===== config.mk =====
export PLATFORM = sky130hd
export DESIGN_NAME = shift_acc_unit
export DESIGN_NICKNAME = d
export VERILOG_FILES = /design/src/rtl/shift_acc_pkg.sv /design/src/rtl/nibble_shifter.sv /design/src/rtl/shift_acc_unit.sv
export SDC_FILE = /design/constraint.sdc
export NUM_CORES = 1
export LEC_CHECK = 0
export BUFFER_PORTS_ARGS = -buffer_cell sky130_fd_sc_hd__buf_2
export CORE_MARGIN = 1
export CORE_UTILIZATION = 40
export CTS_CLUSTER_DIAMETER = 30
export DETAILED_ROUTE_END_ITERATION = 6
export GPL_ROUTABILITY_DRIVEN = 0
export PLACE_DENSITY_LB_ADDON = 0.25
export SETUP_SLACK_MARGIN = 0.2
export SLEW_MARGIN = 10
export SYNTH_ARGS = -nofsm -noshare
export SYNTH_HDL_FRONTEND = slang
export SYNTH_SLANG_ARGS = --single-unit

===== constraint.sdc =====
create_clock -name clk -period 4.4 [get_ports clk]
set_clock_uncertainty 0.1 [all_clocks]
set_input_delay 0.22 -clock clk [delete_from_list [all_inputs] [get_ports clk]]
set_output_delay 0.22 -clock clk [all_outputs]
set_load 0.1 [all_outputs]

===== src/rtl/shift_acc_pkg.sv =====
// Shared definitions for the shift-accumulate unit: FSM state codes,
// the default accumulator width and a constant-foldable clog2 helper.
package shift_acc_pkg;

   typedef logic [1:0] state_t;

   localparam state_t ST_IDLE  = 2'd0;
   localparam state_t ST_ACCUM = 2'd1;
   localparam state_t ST_HOLD  = 2'd2;

   localparam int ACC_WIDTH_DEFAULT = 36;

   function automatic int clog2(input int value);
      int result;
      result = 0;
      for (int i = 0; i < 31; i++) begin
         if ((1 << i) < value) begin
            result = i + 1;
         end
      end
      return result;
   endfunction

endpackage


===== src/rtl/nibble_shifter.sv =====
// Combinational left shift of a zero-extended alphabet multiple by
// nib_idx*NIBBLE_WIDTH + sl, producing an accumulator-width term.
module nibble_shifter
   import shift_acc_pkg::*;
#(
   parameter int IX_WIDTH     = 19,
   parameter int IDX_WIDTH    = 3,
   parameter int SL_WIDTH     = 2,
   parameter int NIBBLE_WIDTH = 4,
   parameter int OUT_WIDTH    = 36
) (
   input  logic [IX_WIDTH-1:0]  ix,
   input  logic [IDX_WIDTH-1:0] nib_idx,
   input  logic [SL_WIDTH-1:0]  sl,
   output logic [OUT_WIDTH-1:0] shifted
);

   localparam int SHAMT_WIDTH = clog2(OUT_WIDTH) + 1;

   logic [SHAMT_WIDTH-1:0] shamt;

   always_comb begin
      shamt   = SHAMT_WIDTH'(nib_idx) * SHAMT_WIDTH'(NIBBLE_WIDTH) + SHAMT_WIDTH'(sl);
      shifted = {{(OUT_WIDTH-IX_WIDTH){1'b0}}, ix} << shamt;
   end

endmodule


===== src/rtl/shift_acc_unit.sv =====
// Accumulates up to NUM_NIBBLES shifted partial-product beats and presents
// the two's-complement sum on a valid/ready result port.
module shift_acc_unit
   import shift_acc_pkg::*;
#(
   parameter int LOG2_WIDTH        = 4,
   parameter int WIDTH             = 2**LOG2_WIDTH,
   parameter int LOG2_NIBBLE_WIDTH = 2,
   parameter int NIBBLE_WIDTH      = 2**LOG2_NIBBLE_WIDTH,
   parameter int NUM_NIBBLES       = WIDTH/NIBBLE_WIDTH,
   parameter int ACC_WIDTH         = 2*WIDTH+4
) (
   input  logic                           clk,
   input  logic                           rst_n,
   input  logic                           flush,
   input  logic                           s_valid,
   output logic                           s_ready,
   input  logic [WIDTH+2:0]               s_ix,
   input  logic [LOG2_NIBBLE_WIDTH-1:0]   s_sl,
   input  logic                           s_neg,
   input  logic                           s_last,
   output logic                           m_valid,
   input  logic                           m_ready,
   output logic [ACC_WIDTH-1:0]           m_data,
   output logic [clog2(NUM_NIBBLES):0]    m_beats
);

   localparam int CNT_WIDTH = clog2(NUM_NIBBLES) + 1;

   state_t                 state_q, state_d;
   logic [ACC_WIDTH-1:0]   acc_q, acc_d;
   logic [CNT_WIDTH-1:0]   nib_cnt_q, nib_cnt_d;
   logic [ACC_WIDTH-1:0]   term;
   logic                   accept;
   logic                   terminate;

   nibble_shifter #(
      .IX_WIDTH     (WIDTH+3),
      .IDX_WIDTH    (CNT_WIDTH),
      .SL_WIDTH     (LOG2_NIBBLE_WIDTH),
      .NIBBLE_WIDTH (NIBBLE_WIDTH),
      .OUT_WIDTH    (ACC_WIDTH)
   ) u_shifter (
      .ix      (s_ix),
      .nib_idx (nib_cnt_q),
      .sl      (s_sl),
      .shifted (term)
   );

   assign s_ready   = (state_q != ST_HOLD);
   assign accept    = s_valid && s_ready;
   assign terminate = s_last || (nib_cnt_q == CNT_WIDTH'(NUM_NIBBLES-1));

   // Flush beats everything; otherwise IDLE and ACCUM share the beat path.
   always_comb begin
      state_d   = state_q;
      acc_d     = acc_q;
      nib_cnt_d = nib_cnt_q;
      if (flush) begin
         state_d   = ST_IDLE;
         acc_d     = '0;
         nib_cnt_d = '0;
      end else begin
         case (state_q)
            ST_IDLE, ST_ACCUM: begin
               if (accept) begin
                  acc_d     = s_neg ? (acc_q - term) : (acc_q + term);
                  nib_cnt_d = nib_cnt_q + CNT_WIDTH'(1);
                  state_d   = terminate ? ST_HOLD : ST_ACCUM;
               end
            end
            ST_HOLD: begin
               if (m_ready) begin
                  state_d   = ST_IDLE;
                  acc_d     = '0;
                  nib_cnt_d = '0;
               end
            end
            default: begin
               state_d   = ST_IDLE;
               acc_d     = '0;
               nib_cnt_d = '0;
            end
         endcase
      end
   end

   always_ff @(posedge clk or negedge rst_n) begin
      if (!rst_n) begin
         state_q   <= ST_IDLE;
         acc_q     <= '0;
         nib_cnt_q <= '0;
      end else begin
         state_q   <= state_d;
         acc_q     <= acc_d;
         nib_cnt_q <= nib_cnt_d;
      end
   end

   assign m_valid = (state_q == ST_HOLD);
   assign m_data  = acc_q;
   assign m_beats = nib_cnt_q;

endmodule


==> summary.md, run 1 <==
| Metric | Value |
|---|---|
| Fraction of registers with async set/reset | 1.00 |
| Critical Path, Cell by Cell | clkinv_2, buf_12, mux4_2, mux2_2, o32a_1, and3_1, and2_4, buf_4, a31oi_1, xor2_1, ha_1, a21o_1, a21oi_2, a31oi_1, nor3b_2, o21ai_2, a21oi_2, o21a_1, or2_0, a22o_1 |
| Number of buffers on the longest clock path | 2 |
| Inserted Clock Buffers | 5 |
| CTS tree | yes |
| Maximum level of the CTS H-tree | 2 |
| Critical setup path kind | reg -> reg |
| Power Dens Cells | 477 nW/um2 |
| Die extent in x | approximately 120 um |
| Vias in the first global route | 6873 |
| Highest-count cells in the layout ignoring fill and taps | sky130_fd_sc_hd__buf_4, sky130_fd_sc_hd__nand2_1, sky130_fd_sc_hd__buf_2 |
| Count of boundary I/O pins | 69 |
| First-pass GRT wire length | 33200 um |
| Distinct cell type count of the synthesized netlist | ~70 |
| Number of remaining DRC errors | 0 |
| Total via count in the routed design | 6772 |
| Average wire per standard cell | between 15 and 20 um |
| VDD IR-drop max | about 0.27 mV |
| DR iter-0 viols | slightly above 500 |
| Core area | 13300 um2 |
| Critical-path maximum fanout | 11 |
| Final Setup Violations | 7 |
| Antenna Cells | 0 |
| Footprint of the multi-input gates | 4660 um2 |
| Worst Hold Margin | -26.3 ps |
| Number of pins with negative max-slew slack in the final report | 0 |
| Total length of routed wires | 20200 um |
| Violated checks | negative hold slack, negative setup slack |
| Die extent in y | 119 um |
| Summed instance area of the synthesized netlist | approximately 5500 um2 |
| Post-Syn Area per Cell | between 7 and 8 um2 |
| Final period demand of the worst path | around 4500 ps |
| CTS clock-pin slew for the worst setup and hold paths | roughly 70 ps |
| Insertion delay of the later-clocked pin in the worst-skew pair | roughly 300 ps |
| Most frequent standard cell in the layout excluding fill and tap cells | sky130_fd_sc_hd__buf_4 |
| Post-detail-place hpwl | between 15000 and 20000 um |
| Clock tree sinks | 41 |
| Leakage | approximately 4.2 nW |
| Worst Slack Setup Final | -129 ps |
| Pin count of the biggest net entering global routing | between 40 and 50 |
| Tcrit/Tclk final | 1.03 |
| Fraction of the yosys area taken by sequential cells | 0.187 |
| Synth warnings | 0 |
| Total of max-cap violations | 0 |
| Unrepaired setup endpoints after global routing | true |
| Relative max-transition margin | 0.355 |
| Result of the run | finished with violations |
| Count of mapped cells out of synthesis | between 700 and 800 |
| Crit path DAT | between 4000 and 5000 ps |
| Number of flops mapped to enable cells by yosys | 0 |
| Layout cells sized above 1 | 0.445 |
| Worst Tran Pin Value | 968 ps |
| Antenna violations before repair | 0 |
| Count of hold-fix buffers inserted at cts | 0 |
| Area added between synthesis and finish | 55.0% |
| Fill count | around 1.1k |
| Total overflow reported by the global router | 0 |
| Port Buffers | slightly below 70 |
| Number of failing hold endpoints at the final stage | 29 |
| Fmax | 0.221 GHz |
| Most instantiated flip-flop cell in the synthesis netlist | sky130_fd_sc_hd__dfrtp_1 |
| Min-Delay Path Class | in -> async |
| Crit start category | flop |
| Number of nets in the finished design | ~1.1k |
| Cell chosen for the clock root | sky130_fd_sc_hd__clkbuf_16 |
| Overall Global Routing Usage | 0.288 |
| CP endpoint kind | flop |
| Flip-flop and latch count after synthesis | 41 |
| Avg Vias per Cell | 5.76 |
| Core Rows | 42 |
| Effective utilization at floorplan | 0.413 |
| Overall power of the completed layout | around 4.1 mW |
| Total iterations of the first detailed-routing run | 5 |
| Area of the die | about 14000 um2 |
| Register area | approximately 1000 um2 |
| Number of nets with antenna violations after detailed routing | 0 |
| Worst Path Required | roughly 4500 ps |
| Worst path max stage delay | 530 ps |
| Mapped Nets | 774 |
| CP max-delay cell | sky130_fd_sc_hd__dfrtp_4 |
## flip-flops by register name (all words and copies together) (netlist names)
name,cells
m_beats,3
m_data,36
state_q,2
## layer usage
layer  track usage  share of wire  vias up
met5             0              0        -
met4         0.146          0.042        0
met3        0.0321          0.053       67
li1              -              -     3188
met1         0.351           0.41     3244
met2         0.500           0.49      273
## synthesized netlist by cell type (4+ instances only)
master	number	area share
sky130_fd_sc_hd__o22ai_1	7	0.0080
sky130_fd_sc_hd__o21ai_1	5	0.0046
sky130_fd_sc_hd__a21o_1	25	0.034
sky130_fd_sc_hd__dfrtp_1	41	0.19
sky130_fd_sc_hd__a41oi_1	4	0.0064
sky130_fd_sc_hd__o21bai_1	6	0.0082
sky130_fd_sc_hd__a31oi_1	13	0.015
sky130_fd_sc_hd__nand3_1	20	0.018
sky130_fd_sc_hd__mux4_2	18	0.074
sky130_fd_sc_hd__mux2_2	6	0.012
sky130_fd_sc_hd__a22oi_1	5	0.0068
sky130_fd_sc_hd__mux2i_1	18	0.033
sky130_fd_sc_hd__nand2b_1	7	0.0080
sky130_fd_sc_hd__buf_2	4	0.0036
sky130_fd_sc_hd__a22o_1	6	0.0096
sky130_fd_sc_hd__inv_1	18	0.012
sky130_fd_sc_hd__buf_1	5	0.0034
sky130_fd_sc_hd__nor2_1	60	0.041
sky130_fd_sc_hd__o21a_1	7	0.0096
sky130_fd_sc_hd__clkbuf_1	22	0.015
sky130_fd_sc_hd__ha_1	38	0.087
sky130_fd_sc_hd__nand2_1	95	0.065
sky130_fd_sc_hd__a21oi_1	68	0.062
sky130_fd_sc_hd__a221oi_1	4	0.0064
sky130_fd_sc_hd__nor3_1	10	0.0091
sky130_fd_sc_hd__or2_2	4	0.0046
sky130_fd_sc_hd__xnor2_1	23	0.037
sky130_fd_sc_hd__a211oi_1	4	0.0055
sky130_fd_sc_hd__xor2_1	32	0.051
sky130_fd_sc_hd__and2_1	9	0.010
sky130_fd_sc_hd__o21ai_0	53	0.048
sky130_fd_sc_hd__nor2b_1	5	0.0057
## worst paths after layout
path	cells past startpoint	startpoint	endpoint	slack, ps
worst max-delay path	20	m_beats[1]	m_data[35]	-130
worst min-delay path	1	rst_n	m_data[2]	-30
worst max register to register	20	m_beats[1]	m_data[35]	-130
worst min register to register	1	state_q[1]	state_q[0]	400
max in group asynchronous	1	rst_n	m_beats[0]	3520
min in group clk	2	m_ready	state_q[1]	50
## logic make-up after synthesis
group,share of synthesized area
XOR/XNOR,0.0877
AND/OR/NAND/NOR,0.192
adder cells (fa/ha/maj),0.0902
multiplexers,0.121
AO/OA/AOI/OAI,0.276
flip-flops,0.187
buffers and inverters,0.0460
## timing repair
| item | 4_1_cts | 5_1_grt |
|---|---|---|
| buffers inserted | 24 | 7 |
| resized for setup | 88 | 27 |
| endpoints found under the setup margin | 21 | 18 |
| pin swaps | 48 | 22 |
## stage by stage
| stage | area [um2] | setup slack, ps | utilization | instances | TNS, ps |
|---|---|---|---|---|---|
| after floorplan | 5580 | -222 | - | 707 | -514 |
| after global placement | 7640 | -827 | 0.574 | 1137 | -7390 |
| after detailed placement | 7640 | -816 | 0.574 | 1137 | -9100 |
| after CTS | 8350 | -81.6 | 0.628 | 1169 | -129 |
| after global routing | 8510 | -337 | 0.640 | 1176 | -2640 |
| final | 8510 | -129 | 0.640 | 1176 | -551 |
## worst max-delay path, delay by kind of cell, from the launching register on
family          cells  cell delay [ps]
fa+ha+maj           1              290
compound gates      9             1490
simple gates        4              780
buf+inv             3              350
flops               1              530
xor+xnor            1              220
mux                 2              650
## layout make-up
| cell class | instances | share of cell area |
|---|---|---|
| clock buffers | 5 | 0.0147 |
| clock inverters | 3 | 0.00544 |
| inverters | 22 | 0.0101 |
| multi-input cells | 608 | 0.547 |
| flip-flops and latches | 41 | 0.122 |
| well taps | 176 | 0.0259 |
| repair buffers | 321 | 0.275 |
## report_power, final
part	internal, mW	leakage (nW)	switching, mW
clock	0.269	0.0800	0.172
sequential	0.465	0.545	0.0872
combinational	1.25	3.55	1.81
No activity file was read; power rests on OpenSTA's default activity.
==> run 2: changes to the inputs <==
--- a/config.mk
+++ b/config.mk
@@ -11,6 +11,8 @@
 export CTS_CLUSTER_DIAMETER = 30
 export DETAILED_ROUTE_END_ITERATION = 6
 export GPL_ROUTABILITY_DRIVEN = 0
+export GPL_TIMING_DRIVEN = 0
+export MAX_ROUTING_LAYER = met4
 export PLACE_DENSITY_LB_ADDON = 0.25
 export SETUP_SLACK_MARGIN = 0.2
 export SLEW_MARGIN = 10
==> run 2 against run 1 <==
Effect of this change: the flow still finishes with violations (negative hold slack, negative setup slack); clock-buffer cell count up 2; register-to-register slack worse by 280 ps; cell area down 14%; critical path depth up 3; sequential share of layout area up 2.1 points; first-iteration DRC count up 23%; routed wire length down 7.0%.
==> summary.md, run 2 (synthesis results as in run 1) <==
| Metric | Value |
|---|---|
| Sum of buffers and inverters on the critical path | 2 (-1) |
| Highest-count cells in the layout ignoring fill and taps | sky130_fd_sc_hd__nand2_1, sky130_fd_sc_hd__buf_2, sky130_fd_sc_hd__nor2_1 |
| Die extent in y | 119 um (unchanged) |
| Fmax | 0.208 GHz (-5.8%) |
| Number of nets with antenna violations after detailed routing | 0 (unchanged) |
| Overall Global Routing Usage | 0.258 (-0.0300) |
| Tcrit/Tclk final | 1.09 (+0.0636) |
| CTS tree | yes |
| Number of failing hold endpoints at the final stage | 25 (-14%) |
| Insertion delay of the later-clocked pin in the worst-skew pair | 290 ps (about the same) |
| VDD IR-drop max | 0.279 mV (+3.9%) |
| Placement Setup Slack | -970 ps (-154 ps) |
| Worst Tran Pin Value | 964 ps (-4.11 ps) |
| Worst R2R Setup Slack | -410 ps (-280 ps) |
| CTS clock-pin slew for the worst setup and hold paths | 60 ps (about the same) |
| Number of remaining DRC errors | 0 (unchanged) |
| Worst Path Required | 4480 ps (about the same) |
| Inserted Clock Buffers | 5 (unchanged) |
| Violated checks | negative hold slack, negative setup slack |
| Crit start category | flop |
| Effective utilization at floorplan | 0.413 (unchanged) |
| Antenna violations before repair | 0 (unchanged) |
| Count of hold-fix buffers inserted at cts | 0 (unchanged) |
| Final Setup Violations | 12 (+5) |
| Number of pins with negative max-slew slack in the final report | 0 (unchanged) |
| Result of the run | finished with violations |
| Post-detail-place hpwl | 13400 um (-12%) |
| Average wire per standard cell | 18.5 um (+7.9%) |
| Min-Delay Path Class | in -> async |
| Total of max-cap violations | 0 (unchanged) |
| Cell class contributing the biggest share of worst-path delay | compound AO/OA/AOI/OAI gates |
| Power Dens Cells | 485 nW/um2 (+1.7%) |
| Critical setup path kind | reg -> reg |
| Vias in the first global route | 5603 (-18%) |
| Unrepaired setup endpoints after global routing | true |
| Worst path max stage delay | 550 ps (+20 ps) |
| Number of flip-flops under the largest register name | 36 (unchanged) |
| Fill count | 1189 (+9.2%) |
| Total overflow reported by the global router | 0 (unchanged) |
| Final period demand of the worst path | 4810 ps (+280 ps) |
| Critical Path, Cell by Cell | buf_6, or2_4, o22ai_1, a21o_1, a21o_1, nor3b_4, and4b_1, and2_4, nor2_2, xor2_1, ha_1, clkbuf_8, a21oi_4, o21ai_2, a2111oi_2, nor2_1, nor2_1, nand3_1, o21ai_2, a21oi_2, o21a_1, or2_0, a22o_1 |
| Area added between synthesis and finish | 32.6% |
| Overall power of the completed layout | 3.53 mW (-13%) |
| Critical-path maximum fanout | 5 (-6) |
| Area of the die | 14200 um2 (unchanged) |
| First-pass GRT wire length | 28500 um (-14%) |
| Number of nets in the finished design | 903 (-15%) |
| Pin count of the biggest net entering global routing | 42 (unchanged) |
| Crit path DAT | 4890 ps (+270 ps) |
| Die extent in x | 119 um (unchanged) |
| DR iter-0 viols | 624 (+23%) |
| CP max-delay cell | sky130_fd_sc_hd__dfrtp_4 |
| Port Buffers | 64 (-5.9%) |
| CP endpoint kind | flop |
| Number of buffers on the longest clock path | 2 (unchanged) |
| Antenna Cells | 0 (unchanged) |
| Core Rows | 42 (unchanged) |
| Leakage | 3.33 nW (-20%) |
| Relative max-transition margin | 0.358 (+0.00274) |
| Worst Hold Margin | -11.0 ps (+15.3 ps) |
| Count of boundary I/O pins | 69 (unchanged) |
| Dpl cells | 947 (-17%) |
| Total via count in the routed design | 6237 (-7.9%) |
| Core area | 13300 um2 (unchanged) |
| Clock tree sinks | 41 (unchanged) |
| Most frequent standard cell in the layout excluding fill and tap cells | sky130_fd_sc_hd__nand2_1 |
| Avg Vias per Cell | 6.16 (+6.9%) |
| Total length of routed wires | 18800 um (-7.0%) |
| Post-route insts no fill | 1013 (-14%) |
| Worst Slack Setup Final | -409 ps (-280 ps) |
| Cell chosen for the clock root | sky130_fd_sc_hd__clkbuf_16 |
| Maximum level of the CTS H-tree | 2 (unchanged) |
| Total iterations of the first detailed-routing run | 6 (+1) |
| Layout cells sized above 1 | 0.318 (-0.127) |
run 2: cell type report:
| class | instances | area [um2] | share of cell area |
|---|---|---|---|
| buffer | 36 | 280 | 0.0385 |
| tap | 176 | 220 | 0.0302 |
| multi-input combinational | 608 | 4710 | 0.647 |
| sequential | 41 | 1040 | 0.142 |
| clock buffer | 7 | 153 | 0.0210 |
| inverter | 22 | 91.3 | 0.0125 |
| clock inverter | 1 | 5.00 | 0.000687 |
| timing repair buffer | 122 | 787 | 0.108 |
run 2: what timing repair did:
item | 4_1_cts | 5_1_grt
buffers inserted | 34 | 23
pin swaps | 24 | 36
gates resized for setup | 73 | 58
setup endpoints to repair | 20 | 21
gates cloned | 1 | 0
run 2: routing by layer:
metal	GRT usage	wire length [um]	share of wire	vias to the layer above
li1	-	-	-	2863
met1	0.334	7940	0.42	2923
met2	0.407	8640	0.46	363
met3	0.0321	1350	0.072	88
met4	0.108	859	0.046	0
met5	-	0	0	-
run 2: stage by stage:
stage          instance area [um2]  TNS [ps]   util  hold slack, ps
2_1_floorplan                 5580      -514      -            -176
3_3_place_gp                  6120    -10940  0.461             322
3_5_place_dp                  6120    -11130  0.461             335
4_1_cts                       6870     -1200  0.517            30.3
5_1_grt                       7280     -4610  0.548            60.5
6_report                      7280     -2130  0.548           -11.0
run 2: report_power, final:
group	switching [mW]	leakage [nW]	internal (mW)	total (mW)
Sequential	0.0836	0.545	0.465	0.549
Clock	0.154	0.0799	0.240	0.395
Combinational	1.70	2.70	0.890	2.59
Total	1.94	3.33	1.60	3.53
run 2: worst paths after layout:
path                       startpoint  depth (start not counted)    endpoint
min                             rst_n                          1  state_q[1]
max reg2reg                m_beats[0]                         23  m_data[35]
max                        m_beats[0]                         23  m_data[35]
min reg2reg                state_q[1]                          1  state_q[0]
max in group asynchronous       rst_n                          1  m_beats[0]
min in group clk              m_ready                          2  state_q[1]
